[src/rtl/data_arith_imm_split_if.sv]
// Data_Control bundle for data_arith_imm_split: clock and asynchronous active-low reset.
// The bench drives it through the master modport; the splitter samples it through the slave modport.
interface data_arith_imm_split_if;
    logic clock;
    logic reset;

    modport master (output clock, output reset);
    modport slave  (input  clock, input  reset);
endinterface

[src/rtl/data_arith_imm_split.sv]
// Immediate splitter: a 2-entry skid buffer that decodes the immediate and its extend mode at capture.
// Optional LUI decode is enabled by defining DATA_ARITH_IMM_SPLIT_LUI_EN.
module data_arith_imm_split #(
    parameter int IN_W  = 32,
    parameter int IMM_W = 16
) (
    data_arith_imm_split_if.slave ctrl,
    input  logic [IN_W-1:0]  in_instr,
    input  logic             in_valid,
    output logic             in_ready,
    output logic [IMM_W-1:0] out_imm,
    output logic             out_sign,
    output logic             out_lui,
    output logic             out_valid,
    input  logic             out_ready,
    output logic [1:0]       occupancy,
    output logic [1:0]       dbg_state
);

    // Handshake: a word moves on a side only in a cycle where that side's valid and ready
    // are both high. in_ready is a flop, so out_ready never reaches it combinationally.
    typedef enum logic [1:0] {
        S_EMPTY = 2'd0,
        S_ONE   = 2'd1,
        S_TWO   = 2'd2
    } state_t;

    typedef struct packed {
        logic [IMM_W-1:0] imm;
        logic             sign;
        logic             lui;
    } entry_t;

    state_t state_q, state_d;
    entry_t main_q, main_d;
    entry_t skid_q, skid_d;
    logic   in_ready_q, in_ready_d;
    logic   in_fire, out_fire;
    entry_t in_dec;
    logic   unused_instr_bits;

    always_comb begin
        logic [5:0] opcode;
        opcode      = in_instr[IN_W-1 -: 6];
        in_dec.imm  = in_instr[IMM_W-1:0];
        in_dec.sign = !(opcode == 6'h0C || opcode == 6'h0D || opcode == 6'h0E);
        in_dec.lui  = 1'b0;
`ifdef DATA_ARITH_IMM_SPLIT_LUI_EN
        if (opcode == 6'h0F) begin
            in_dec.lui  = 1'b1;
            in_dec.sign = 1'b0;
        end
`endif
    end

    // The bits between the immediate and the opcode carry register fields that this block ignores.
    assign unused_instr_bits = ^in_instr[IN_W-7:IMM_W];

    assign in_fire  = in_valid && in_ready_q;
    assign out_fire = (state_q != S_EMPTY) && out_ready;

    always_comb begin
        state_d = state_q;
        main_d  = main_q;
        skid_d  = skid_q;
        case (state_q)
            S_EMPTY: begin
                if (in_fire) begin
                    main_d  = in_dec;
                    state_d = S_ONE;
                end
            end
            S_ONE: begin
                if (in_fire && out_fire) begin
                    main_d = in_dec;
                end else if (in_fire) begin
                    skid_d  = in_dec;
                    state_d = S_TWO;
                end else if (out_fire) begin
                    state_d = S_EMPTY;
                end
            end
            S_TWO: begin
                // in_ready is low here, so only the output side can move.
                if (out_fire) begin
                    main_d  = skid_q;
                    state_d = S_ONE;
                end
            end
            default: state_d = S_EMPTY;
        endcase
        in_ready_d = (state_d != S_TWO);
    end

    always_ff @(posedge ctrl.clock or negedge ctrl.reset) begin
        if (!ctrl.reset) begin
            state_q    <= S_EMPTY;
            main_q     <= '0;
            skid_q     <= '0;
            in_ready_q <= 1'b0;
        end else begin
            state_q    <= state_d;
            main_q     <= main_d;
            skid_q     <= skid_d;
            in_ready_q <= in_ready_d;
        end
    end

    assign in_ready  = in_ready_q;
    assign out_valid = (state_q != S_EMPTY);
    assign out_imm   = main_q.imm;
    assign out_sign  = main_q.sign;
    assign out_lui   = main_q.lui;
    assign occupancy = state_q;
    assign dbg_state = state_q;

endmodule

[src/flat_wrapper.sv]
// flat-port wrapper written by rule: the top's interface ports become plain ports
module data_arith_imm_split_flat 
#(
    parameter int IN_W  = 32,
    parameter int IMM_W = 16
)
  (in_instr, in_valid, in_ready, out_imm, out_sign, out_lui, out_valid, out_ready, occupancy, dbg_state, ctrl_clock, ctrl_reset);
  data_arith_imm_split_if ctrl_i ();
  input  logic [IN_W-1:0] in_instr;
  input  logic in_valid;
  output logic in_ready;
  output logic [IMM_W-1:0] out_imm;
  output logic out_sign;
  output logic out_lui;
  output logic out_valid;
  input  logic out_ready;
  output logic [1:0] occupancy;
  output logic [1:0] dbg_state;
  input wire logic [$bits(ctrl_i.clock)-1:0] ctrl_clock;
  input wire logic [$bits(ctrl_i.reset)-1:0] ctrl_reset;
  assign ctrl_i.clock = ctrl_clock;
  assign ctrl_i.reset = ctrl_reset;
  data_arith_imm_split #(.IN_W(IN_W), .IMM_W(IMM_W)) u_core (.ctrl(ctrl_i), .in_instr(in_instr), .in_valid(in_valid), .in_ready(in_ready), .out_imm(out_imm), .out_sign(out_sign), .out_lui(out_lui), .out_valid(out_valid), .out_ready(out_ready), .occupancy(occupancy), .dbg_state(dbg_state));
endmodule
[config.mk]
export PLATFORM = sky130hd
export DESIGN_NAME = data_arith_imm_split_flat
export DESIGN_NICKNAME = d
export VERILOG_FILES = /design/src/rtl/data_arith_imm_split_if.sv /design/src/rtl/data_arith_imm_split.sv /design/src/flat_wrapper.sv
export SDC_FILE = /design/constraint.sdc
export NUM_CORES = 1
export LEC_CHECK = 0
export CORE_MARGIN = 5
export CORE_UTILIZATION = 41
export CTS_CLUSTER_DIAMETER = 30
export DETAILED_ROUTE_END_ITERATION = 8
export PLACE_DENSITY = 0.81
export SLEW_MARGIN = 10
export SYNTH_ARGS = -nofsm -noshare
export SYNTH_HDL_FRONTEND = slang
export SYNTH_SLANG_ARGS = --single-unit
[constraint.sdc]
create_clock -name ctrl_clock -period 1.7 [get_ports ctrl_clock]
set_input_delay 0.34 -clock ctrl_clock [delete_from_list [all_inputs] [get_ports ctrl_clock]]
set_output_delay 0.34 -clock ctrl_clock [all_outputs]
set_load 0.01 [all_outputs]
==> reports/results.tsv, run 1 <==
stage	metric	value	unit
cts	cts_tree	yes	
setup_path	required	1360	ps
setup_path	cp_cell_sequence	buf_4 > clkdlybuf4s50_1	
synth	synth_fp_nets	151	
setup_path	setup.worst_path.start_class	flip-flop	
power_and_ir_drop	p_per_area	1550	mW/mm²
setup_path	cp_slowest_stage_delay	470	ps
floorplanning	initial_core_util	41.5	%
layout	mostFrequentLayoutCell	clkdlybuf4s50_1	
detailed_routing	wl_per_cell	16.0	µm
setup_path	r2r_start	u_core.dbg_state[1]$_DFF_PN0_	
global_route	grt_max_degree	20	
global_route	grt_pass1_wl	6300	µm
cts	htreeDepth	2	
cts	clk_pin_slew_worst_paths	70	ps
global_route	antenna_found_initial	0	
cts	clk_path_buf_depth	2	
global_route	grt_pass1_vias	1269	
cts	root_buffer	clkbuf_8	
floorplanning	coreArea	0.00429	mm²
placement	portBuffers	48	
detailed_routing	routed_wl	3660	µm
detailed_routing	first_pass_iters	4	
min_path	min-delay-start	u_core.skid_q[17]$_DFFE_PN0P_	
cts	cts_made_buffers	5	
detailed_routing	drc_errors	0	
layout	fillCellCount	340	
min_path	hold_class	reg -> reg	
placement	place_congestion	0.784	
floorplanning	core.rowCount	24	
setup_path	reg2reg_depth	5	
floorplanning	ios	60	
detailed_routing	drtAntennaViolNets	0	
synth	synth_area	0.00178	mm²
timing	clock_skew	4.37	ps
setup_path	r2r_slack	90	ps
timing	tns	0	ps
timing	rsz0062_at_grt	no	
detailed_routing	vias	1139	
setup_path	crit_type	reg -> out	
setup_path	cp.arrival	1310	ps
timing	setup_viol	0	
layout	drive_above_1_share	43.2	%
setup_path	cp-end-kind	primary output	
layout	syn_to_final_growth	36.9	%
synth	avgSynthCellArea	15.5	µm²
layout	diodes	0	
power_and_ir_drop	peakVddDrop	0.725	mV
setup_path	reg2reg_to	u_core.out_imm[1]$_DFFE_PN0P_	
timing	period_share	96.8	%
placement	dp_hpwl	2730	µm
timing	hold_viol	0	
global_route	grt_usage	13.5	%
synth	yosysSeqAreaShare	52.0	%
setup_path	worst-path-max-fanout	4	
min_path	hold-path-endpoint	u_core.skid_q[17]$_DFFE_PN0P_	
detailed_routing	via_per_inst	5.00	
setup_path	crit_slowest_cell	clkdlybuf4s50_1	
floorplanning	dieWidth	75.9	µm
floorplanning	die_h	75.9	µm
layout	finish.utilization	56.8	%
layout	finalNetCount	211	
synth	synth_cells	115	
timing	fmax	0.607	GHz
timing	final_max_slew_viol_count	0	
setup_path	crit_path_start	u_core.dbg_state[1]$_DFF_PN0_	
min_path	min_path_cells	1	
synth	synth.yosys.warnings	0	
power_and_ir_drop	p_total	3780	µW
synth	synth_cell_types	23	
setup_path	worstPathBufferInverterCount	2	
floorplanning	die-area	0.00576	mm²
timing	min_period	1650	ps
detailed_routing	drt_iter0_drc	31	
cts	cts.sinks	37	
layout	final_cell_mix	clkdlybuf4s50_1 (46), dfrtp_1 (35), mux2_2 (33), mux2_4 (16), buf_4 (10)	
run	maxCapViolCount	0	
synth	synth_seq_cells	37	
status	status	finished clean	
power_and_ir_drop	leakage	0.00104	µW
global_route	grt_overflow_total	0	
cts	clock_latency	280	ps
setup_path	critPathTopFamily	buffers and inverters	
[final cells by class]
class                           count  area [µm²]  share of cell area, %
Clock inverter                      2        10.0                  0.410
Tap cell                           52        65.1                   2.67
Timing Repair Buffer               61         599                   24.6
Sequential cell                    37         928                   38.1
Multi-Input combinational cell     70         764                   31.3
Clock buffer                        6        72.6                   2.97
[worst reg2reg max path: stages (launching register included)]
cell	delay (ps)
dfrtp_2	410
buf_4	160
nand2b_1	100
buf_4	210
mux2_2	360
mux2_2	260
[flip-flops by register name, indices dropped and copies added, names as in the netlist]
signal,flops
u_core.out_sign,1
u_core.skid_q,17
u_core.out_imm,16
u_core.in_ready,1
u_core.dbg_state,2
[what timing repair did]
action                                  4_1_cts  5_1_grt
gates resized for setup                       2        1
hold buffers                                  1        0
buffers inserted                              1        0
hold endpoints to repair                     18        0
endpoints found under the setup margin        3        3
[cells in the mapped netlist]
cell type	n	area share [%]
a21oi_1	3	0.84
buf_12	1	1.1
buf_8	1	0.84
or2_2	1	0.35
buf_6	3	1.9
dfrtp_1	37	52
mux2_4	16	13
nand3b_1	1	0.42
mux2i_1	1	0.56
o22ai_1	1	0.35
o31ai_4	1	1.2
a31oi_1	2	0.70
nand2b_1	1	0.35
nor2b_2	1	0.49
conb_1	1	0.21
and3b_2	1	0.56
nand2_1	3	0.63
mux2_2	33	21
a21o_1	1	0.42
and2_4	1	0.49
nor4bb_1	1	0.56
buf_4	3	1.3
nor3b_1	1	0.42
[through the flow]
stage / hold WS, ps / worst slack [ps] / cell area [µm²] / std cells
floorplan: 44.4 / 47.3 / 1780 / 115
global placement: 278 / -184 / 2340 / 218
detailed placement: 297 / -191 / 2340 / 218
CTS: 513 / 17.4 / 2440 / 228
global route: 523 / 0.700 / 2440 / 228
finish: 508 / 53.7 / 2440 / 228
[routing by layer]
| layer | vias up | global-route usage (%) | part of all wire [%] |
|---|---|---|---|
| met5 | - | 0 | 0 |
| met4 | 0 | 6.94 | 2.7 |
| met3 | 8 | 4.03 | 6.6 |
| met2 | 43 | 21.3 | 48 |
| met1 | 562 | 16.7 | 43 |
| li1 | 526 | - | - |
[logic make-up after synthesis]
logic type             count (synthesis)  share of synthesized area [%]
multiplexers                          50                           34.9
buffers and inverters                  8                           5.13
AO/OA/AOI/OAI                          8                           3.51
AND/OR/NAND/NOR                       11                           4.28
other                                  1                          0.210
flip-flops                            37                           52.0
[power by group]
group / leakage [µW] / switching, µW / internal [µW]
clock: 0.0000450 / 294 / 284
combinational: 0.000564 / 562 / 1100
sequential: 0.000428 / 237 / 1300
total: 0.00104 / 1090 / 2690
[worst max-delay path by stage]
| stage | endpoint | slack [ps] | cells after the start |
|---|---|---|---|
| global placement | u_core.out_imm[1]$_DFFE_PN0P_ | -180 | 5 |
| global route | out_valid | 0.7 | 2 |
| CTS | occupancy[0] | 20 | 1 |
| finish | occupancy[1] | 50 | 2 |
| detailed placement | u_core.out_imm[3]$_DFFE_PN0P_ | -190 | 5 |
| floorplan | u_core.out_imm[1]$_DFFE_PN0P_ | 50 | 4 |
Power figures use the tool's default switching activity.
==> inputs of run 2 (changes only) <==
--- a/config.mk
+++ b/config.mk
@@ -9,7 +9,7 @@
 export CORE_UTILIZATION = 41
 export CTS_CLUSTER_DIAMETER = 30
 export DETAILED_ROUTE_END_ITERATION = 8
-export PLACE_DENSITY = 0.81
+export PLACE_DENSITY = 0.76
 export SLEW_MARGIN = 10
 export SYNTH_ARGS = -nofsm -noshare
 export SYNTH_HDL_FRONTEND = slang
==> run 2 against run 1 <==
Net effect: combinational power hardly changed; sequential power hardly changed; critical path type is now in -> reg; highest routed layer unchanged; non-clock buffer count is 1 higher; final cell count is 0.44% higher; design area is 2.5% higher; die area stayed put; wire length hardly changed; sequential share of layout area is 0.91 points lower; largest cell class unchanged; core utilization is 1.4 points higher.
==> reports/results.tsv, run 2 (synthesis gave the netlist of run 1 again) <==
stage	metric	value	unit	change
min_path	min-delay-start	u_core.out_imm[12]$_DFFE_PN0P_		
min_path	hold-path-endpoint	u_core.out_imm[12]$_DFFE_PN0P_		
cts	cts.sinks	37		unchanged
layout	syn_to_final_growth	40.3	%	
global_route	grtUsageMet2	20.8	%	-0.51 points
placement	dp_hpwl	2740	µm	+0.44%
cts	root_buffer	clkbuf_8		
min_path	hold_class	reg -> reg		
setup_path	cp_cell_sequence	clkdlybuf4s50_1 > nand2_1 > o31ai_4 > buf_4 > mux2_2		
detailed_routing	routed_wl	3660	µm	about the same
power_and_ir_drop	peakVddDrop	0.856	mV	+18%
detailed_routing	drt_iter0_drc	29		-6.5%
placement	place_congestion	0.759		-3.1%
cts	htreeDepth	2		unchanged
setup_path	cp_slowest_stage_delay	480	ps	about the same
setup_path	reg2reg_depth	4		-1
floorplanning	coreArea	0.00429	mm²	unchanged
run	maxCapViolCount	0		unchanged
power_and_ir_drop	seqPwrFrac	38.0	%	-2.7 points
setup_path	reg2reg_to	u_core.out_imm[1]$_DFFE_PN0P_		
global_route	globalRoute.busiestLayer	met2		
setup_path	cp-end-kind	flip-flop		
detailed_routing	drc_errors	0		unchanged
timing	rsz0062_at_grt	no		
setup_path	crit_slowest_cell	clkdlybuf4s50_1		
global_route	grt_pass1_vias	1236		-2.6%
global_route	grt_overflow_total	0		unchanged
floorplanning	core.rowCount	24		unchanged
setup_path	critPathTopFamily	buffers and inverters		
setup_path	cp.arrival	1780	ps	+470 ps
layout	drive_above_1_share	44.1	%	+0.89 points
timing	setup_viol	0		unchanged
layout	fin_cells	229		+0.44%
global_route	antenna_found_initial	0		unchanged
cts	cts_made_buffers	5		unchanged
detailed_routing	vias	1134		-0.44%
layout	diodes	0		unchanged
timing	fmax	0.618	GHz	+1.8%
power_and_ir_drop	power_switching_share	26.8	%	-2.2 points
cts	clk_path_buf_depth	2		unchanged
timing	final_max_slew_viol_count	0		unchanged
cts	cts_tree	yes		
setup_path	worstPathBufferInverterCount	2		unchanged
global_route	grtUsageMet1	17.9	%	+1.2 points
detailed_routing	first_pass_iters	4		unchanged
status	status	finished clean		
setup_path	crit_type	in -> reg		
power_and_ir_drop	p_total	4080	µW	+7.9%
placement	place_inst	220		+0.92%
setup_path	setup.worst_path.start_class	input port		
timing	hold_viol	0		unchanged
floorplanning	ios	60		unchanged
global_route	grt_pass1_wl	6380	µm	+1.3%
detailed_routing	wl_per_cell	16.0	µm	-0.41%
floorplanning	die-area	0.00576	mm²	unchanged
min_path	min_path_cells	1		unchanged
power_and_ir_drop	switchingPower	1090	µW	-0.20%
cts	cts_setup_buffers	0		-1
global_route	grt_max_degree	22		+10%
setup_path	worst-path-max-fanout	9		+5
global_route	grt.met3_usage	4.38	%	+0.36 points
cts	clock_latency	280	ps	about the same
power_and_ir_drop	p_clk_share	21.5	%	+6.2 points
power_and_ir_drop	p_int	2990	µW	+11%
power_and_ir_drop	p_per_area	1630	mW/mm²	+5.3%
timing	clock_skew	2.97	ps	-1.40 ps
layout	max_flop_register	u_core.skid_q		
floorplanning	dieWidth	75.9	µm	unchanged
floorplanning	die_h	75.9	µm	unchanged
floorplanning	initial_core_util	41.5	%	unchanged
setup_path	r2r_start	u_core.dbg_state[1]$_DFF_PN0_		
timing	min_period	1620	ps	-28.8 ps
layout	mostFrequentLayoutCell	clkdlybuf4s50_1		
layout	finalNetCount	212		+0.47%
placement	portBuffers	48		unchanged
detailed_routing	drtAntennaViolNets	0		unchanged
global_route	grt_usage	13.7	%	+0.19 points
power_and_ir_drop	p_comb_share	40.5	%	-3.5 points
setup_path	required	1870	ps	+510 ps
detailed_routing	via_per_inst	4.95		-0.87%
cts	clk_pin_slew_worst_paths	70	ps	about the same
setup_path	r2r_slack	100	ps	about the same
layout	largest_reg_flops	17		unchanged
layout	final_cell_mix	clkdlybuf4s50_1 (46), dfrtp_1 (35), mux2_2 (33), mux2_4 (16), buf_4 (11)		
power_and_ir_drop	leakage	0.00107	µW	+2.7%
timing	period_share	95.1	%	-1.7 points
==> run 2: area by class of cell <==
class	count	area (µm²)
clock buffers	5	68.8
clock inverters	3	65.1
well taps	52	65.1
flip-flops and latches	37	928
fillers	323	1790
repair buffers	62	608
multi-input cells	70	764
==> run 2: through the flow <==
| stage | area, µm² | TNS, ps | setup slack [ps] | hold WS (ps) | util [%] |
|---|---|---|---|---|---|
| floorplan | 1780 | 0 | 47.3 | 44.4 | - |
| global placement | 2350 | -5150 | -191 | 267 | 54.8 |
| detailed placement | 2350 | -5210 | -200 | 277 | 54.8 |
| CTS | 2500 | 0 | 28.1 | 512 | 58.2 |
| global route | 2500 | 0 | 21.8 | 517 | 58.2 |
| finish | 2500 | 0 | 82.5 | 508 | 58.2 |
==> run 2: repair_timing <==
item	4_1_cts	5_1_grt
hold buffers	1	0
cloned	0	0
endpoints found under the setup margin	3	1
endpoints found under the hold margin	16	0
gates resized for setup	3	1
==> run 2: worst max path at each step <==
stage	startpoint	end	slack [ps]	depth (start not counted)
after floorplan	u_core.dbg_state[0]$_DFF_PN0_	u_core.out_imm[1]$_DFFE_PN0P_	50	4
after global placement	in_valid	u_core.out_imm[3]$_DFFE_PN0P_	-190	5
after detailed placement	in_valid	u_core.out_imm[1]$_DFFE_PN0P_	-200	5
after CTS	u_core.dbg_state[1]$_DFF_PN0_	out_valid	30	2
after global routing	u_core.dbg_state[0]$_DFF_PN0_	dbg_state[0]	20	1
final	in_valid	u_core.out_imm[1]$_DFFE_PN0P_	80	5
==> run 2: worst reg2reg max path: cells and delay by family, from the launching register on <==
family                 cells  cell delay [ps]
buffers and inverters      2              410
multiplexers               1              360
AO/OA/AOI/OAI              1              260
flip-flops                 1              460
==> run 2: power groups by stage <==
stage	clock network (µW)	registers [µW]	logic, µW
6_report	877	1550	1650
5_1_grt	950	1600	1770
4_1_cts	905	1550	1680
3_5_place_dp	0	1560	1680
3_3_place_gp	0	1520	1630
2_1_floorplan	0	1610	856
==> run 2: layer usage <==
layer | part of all wire (%) | wire (µm)
met5 | 0 | 0
met4 | 1.1 | 39
met2 | 48 | 1770
met3 | 4.8 | 175
met1 | 46 | 1680
==> inputs of run 3 (changes only) <==
--- a/config.mk
+++ b/config.mk
@@ -10,6 +10,7 @@
 export CTS_CLUSTER_DIAMETER = 30
 export DETAILED_ROUTE_END_ITERATION = 8
 export PLACE_DENSITY = 0.76
+export REMOVE_ABC_BUFFERS = 1
 export SLEW_MARGIN = 10
 export SYNTH_ARGS = -nofsm -noshare
 export SYNTH_HDL_FRONTEND = slang
==> run 3 against run 2 <==
Net effect: final cell count is the same; total power down 5.1%; sequential share of layout area up 0.40 points; die area unchanged; combinational power is essentially flat; fmax fell by 2.4%; sequential power about the same; critical path depth did not move; clock skew rose by 4.5 ps; non-clock buffer count unchanged; critical endpoint is now u_core.out_imm[2]$_DFFE_PN0P_; register-to-register slack got worse by 60 ps; clock power decreased by 23%; largest cell class unchanged.
==> reports/results.tsv, run 3 (synthesis gave the netlist of run 1 again) <==
stage	metric	value	unit	change
detailed_routing	drc_errors	0		unchanged
cts	cts_made_buffers	5		unchanged
timing	min_period	1660	ps	+39.6 ps
detailed_routing	routed_wl	3670	µm	+0.41%
detailed_routing	drt_iter0_drc	16		-45%
detailed_routing	via_per_inst	4.90		-1.1%
placement	dp_hpwl	2790	µm	+1.6%
timing	tns	0	ps	unchanged
floorplanning	die-area	0.00576	mm²	unchanged
layout	fillCellCount	339		+5.0%
detailed_routing	drtAntennaViolNets	0		unchanged
setup_path	crit_type	reg -> reg		
cts	clk_pin_slew_worst_paths	80	ps	about the same
layout	final_cell_mix	clkdlybuf4s50_1 (44), dfrtp_1 (36), mux2_2 (33), mux2_4 (16), buf_4 (11)		
timing	period_share	97.5	%	+2.3 points
floorplanning	ios	60		unchanged
global_route	grt_pass1_wl	5980	µm	-6.4%
detailed_routing	vias	1122		-1.1%
layout	max_flop_register	u_core.skid_q		
layout	fin_cells	229		unchanged
layout	largest_reg_flops	17		unchanged
timing	rsz0062_at_grt	yes		
power_and_ir_drop	p_per_area	1570	mW/mm²	-3.9%
min_path	hold_class	in -> async		
setup_path	cp.arrival	1830	ps	+50 ps
floorplanning	dieWidth	75.9	µm	unchanged
floorplanning	coreArea	0.00429	mm²	unchanged
layout	drive_above_1_share	43.5	%	-0.56 points
cts	clk_path_buf_depth	2		unchanged
layout	diodes	0		unchanged
detailed_routing	wl_per_cell	16.0	µm	+0.41%
layout	syn_to_final_growth	38.6	%	
timing	clock_skew	7.43	ps	+4.46 ps
setup_path	setup.worst_path.start_class	flip-flop		
global_route	antenna_found_initial	0		unchanged
cts	root_buffer	clkbuf_8		
detailed_routing	first_pass_iters	4		unchanged
setup_path	worst-path-max-fanout	9		unchanged
setup_path	required	1870	ps	about the same
timing	hold_slack	494	ps	-14.7 ps
timing	setup_viol	0		unchanged
floorplanning	initial_core_util	41.5	%	unchanged
layout	mostFrequentLayoutCell	clkdlybuf4s50_1		
layout	finish.utilization	57.5	%	-0.70 points
global_route	grt_usage	13.1	%	-0.62 points
global_route	grt_max_degree	22		unchanged
floorplanning	die_h	75.9	µm	unchanged
cts	cts_tree	yes		
setup_path	cp-end-kind	flip-flop		
status	status	finished clean		
run	maxCapViolCount	0		unchanged
cts	clock_latency	290	ps	about the same
timing	fmax	0.603	GHz	-2.4%
cts	cts.sinks	37		unchanged
cts	htreeDepth	2		unchanged
layout	finalNetCount	212		unchanged
timing	final_max_slew_viol_count	0		unchanged
timing	hold_viol	0		unchanged
placement	place_congestion	0.843		+11%
floorplanning	core.rowCount	24		unchanged
global_route	grt_pass1_vias	1220		-1.3%
power_and_ir_drop	leakage	0.00109	µW	+2.0%
global_route	grt_overflow_total	0		unchanged
power_and_ir_drop	peakVddDrop	1.11	mV	+30%
placement	portBuffers	48		unchanged
placement	place_inst	219		-0.45%
run 3: path summary, 6_finish.rpt:
| path | startpoint | end | slack [ps] | cells after the start |
|---|---|---|---|---|
| hold / removal | ctrl_reset | u_core.out_imm[10]$_DFFE_PN0P_ | 490 | 2 |
| min in group ctrl_clock | u_core.skid_q[16]$_DFFE_PN0P_ | u_core.skid_q[16]$_DFFE_PN0P_ | 510 | 1 |
| hold reg to reg | u_core.skid_q[16]$_DFFE_PN0P_ | u_core.skid_q[16]$_DFFE_PN0P_ | 510 | 1 |
| max in group asynchronous | ctrl_reset | u_core.dbg_state[0]$_DFF_PN0_ | 590 | 3 |
| setup / recovery | u_core.dbg_state[1]$_DFF_PN0_ | u_core.out_imm[2]$_DFFE_PN0P_ | 40 | 5 |
| setup reg to reg | u_core.dbg_state[1]$_DFF_PN0_ | u_core.out_imm[2]$_DFFE_PN0P_ | 40 | 5 |
run 3: power breakdown:
| group | total [µW] | internal (µW) | switching [µW] |
|---|---|---|---|
| logic | 1660 | 1110 | 554 |
| registers | 1540 | 1300 | 237 |
| clock network | 672 | 366 | 306 |
| total | 3870 | 2770 | 1100 |
run 3: cell type report:
type	instances	area, µm²	area share [%]
flip-flops and latches	37	927	37.5
clock buffers	7	96.3	3.90
clock inverters	1	5.00	0.203
multi-input cells	70	764	31.0
repair buffers	62	612	24.8
well taps	52	65.1	2.63
run 3: worst max-delay path: stages (launching register included):
cell,delay [ps]
dfrtp_1,400
buf_4,160
buf_4,150
o31ai_4,250
buf_4,220
mux2_2,350
run 3: metal layers:
metal  vias up  share of wire (%)  global-route usage [%]  wire (µm)
met1       547                 41                    14.7       1520
met4         0                3.2                    8.19        116
li1        531                  -                       -          -
met3        10                4.6                    3.67        169
met2        34                 51                    21.7       1870
met5         -                  0                       0          0
run 3: repair_timing:
action,in CTS,in global routing
resized for setup,2,2
cloned,0,0
setup buffers,1,0
hold buffers,1,0
endpoints found under the hold margin,16,0
endpoints found under the setup margin,2,14
run 3: through the flow:
| stage | cell area (µm²) | setup slack, ps | total power (µW) |
|---|---|---|---|
| after floorplan | 1690 | -142 | 2390 |
| after CTS | 2460 | 30.0 | 3910 |
| after detailed placement | 2350 | -179 | 3230 |
| after global placement | 2350 | -159 | 3160 |
| final | 2470 | 42.9 | 3870 |
| after global routing | 2470 | -19.3 | 4080 |
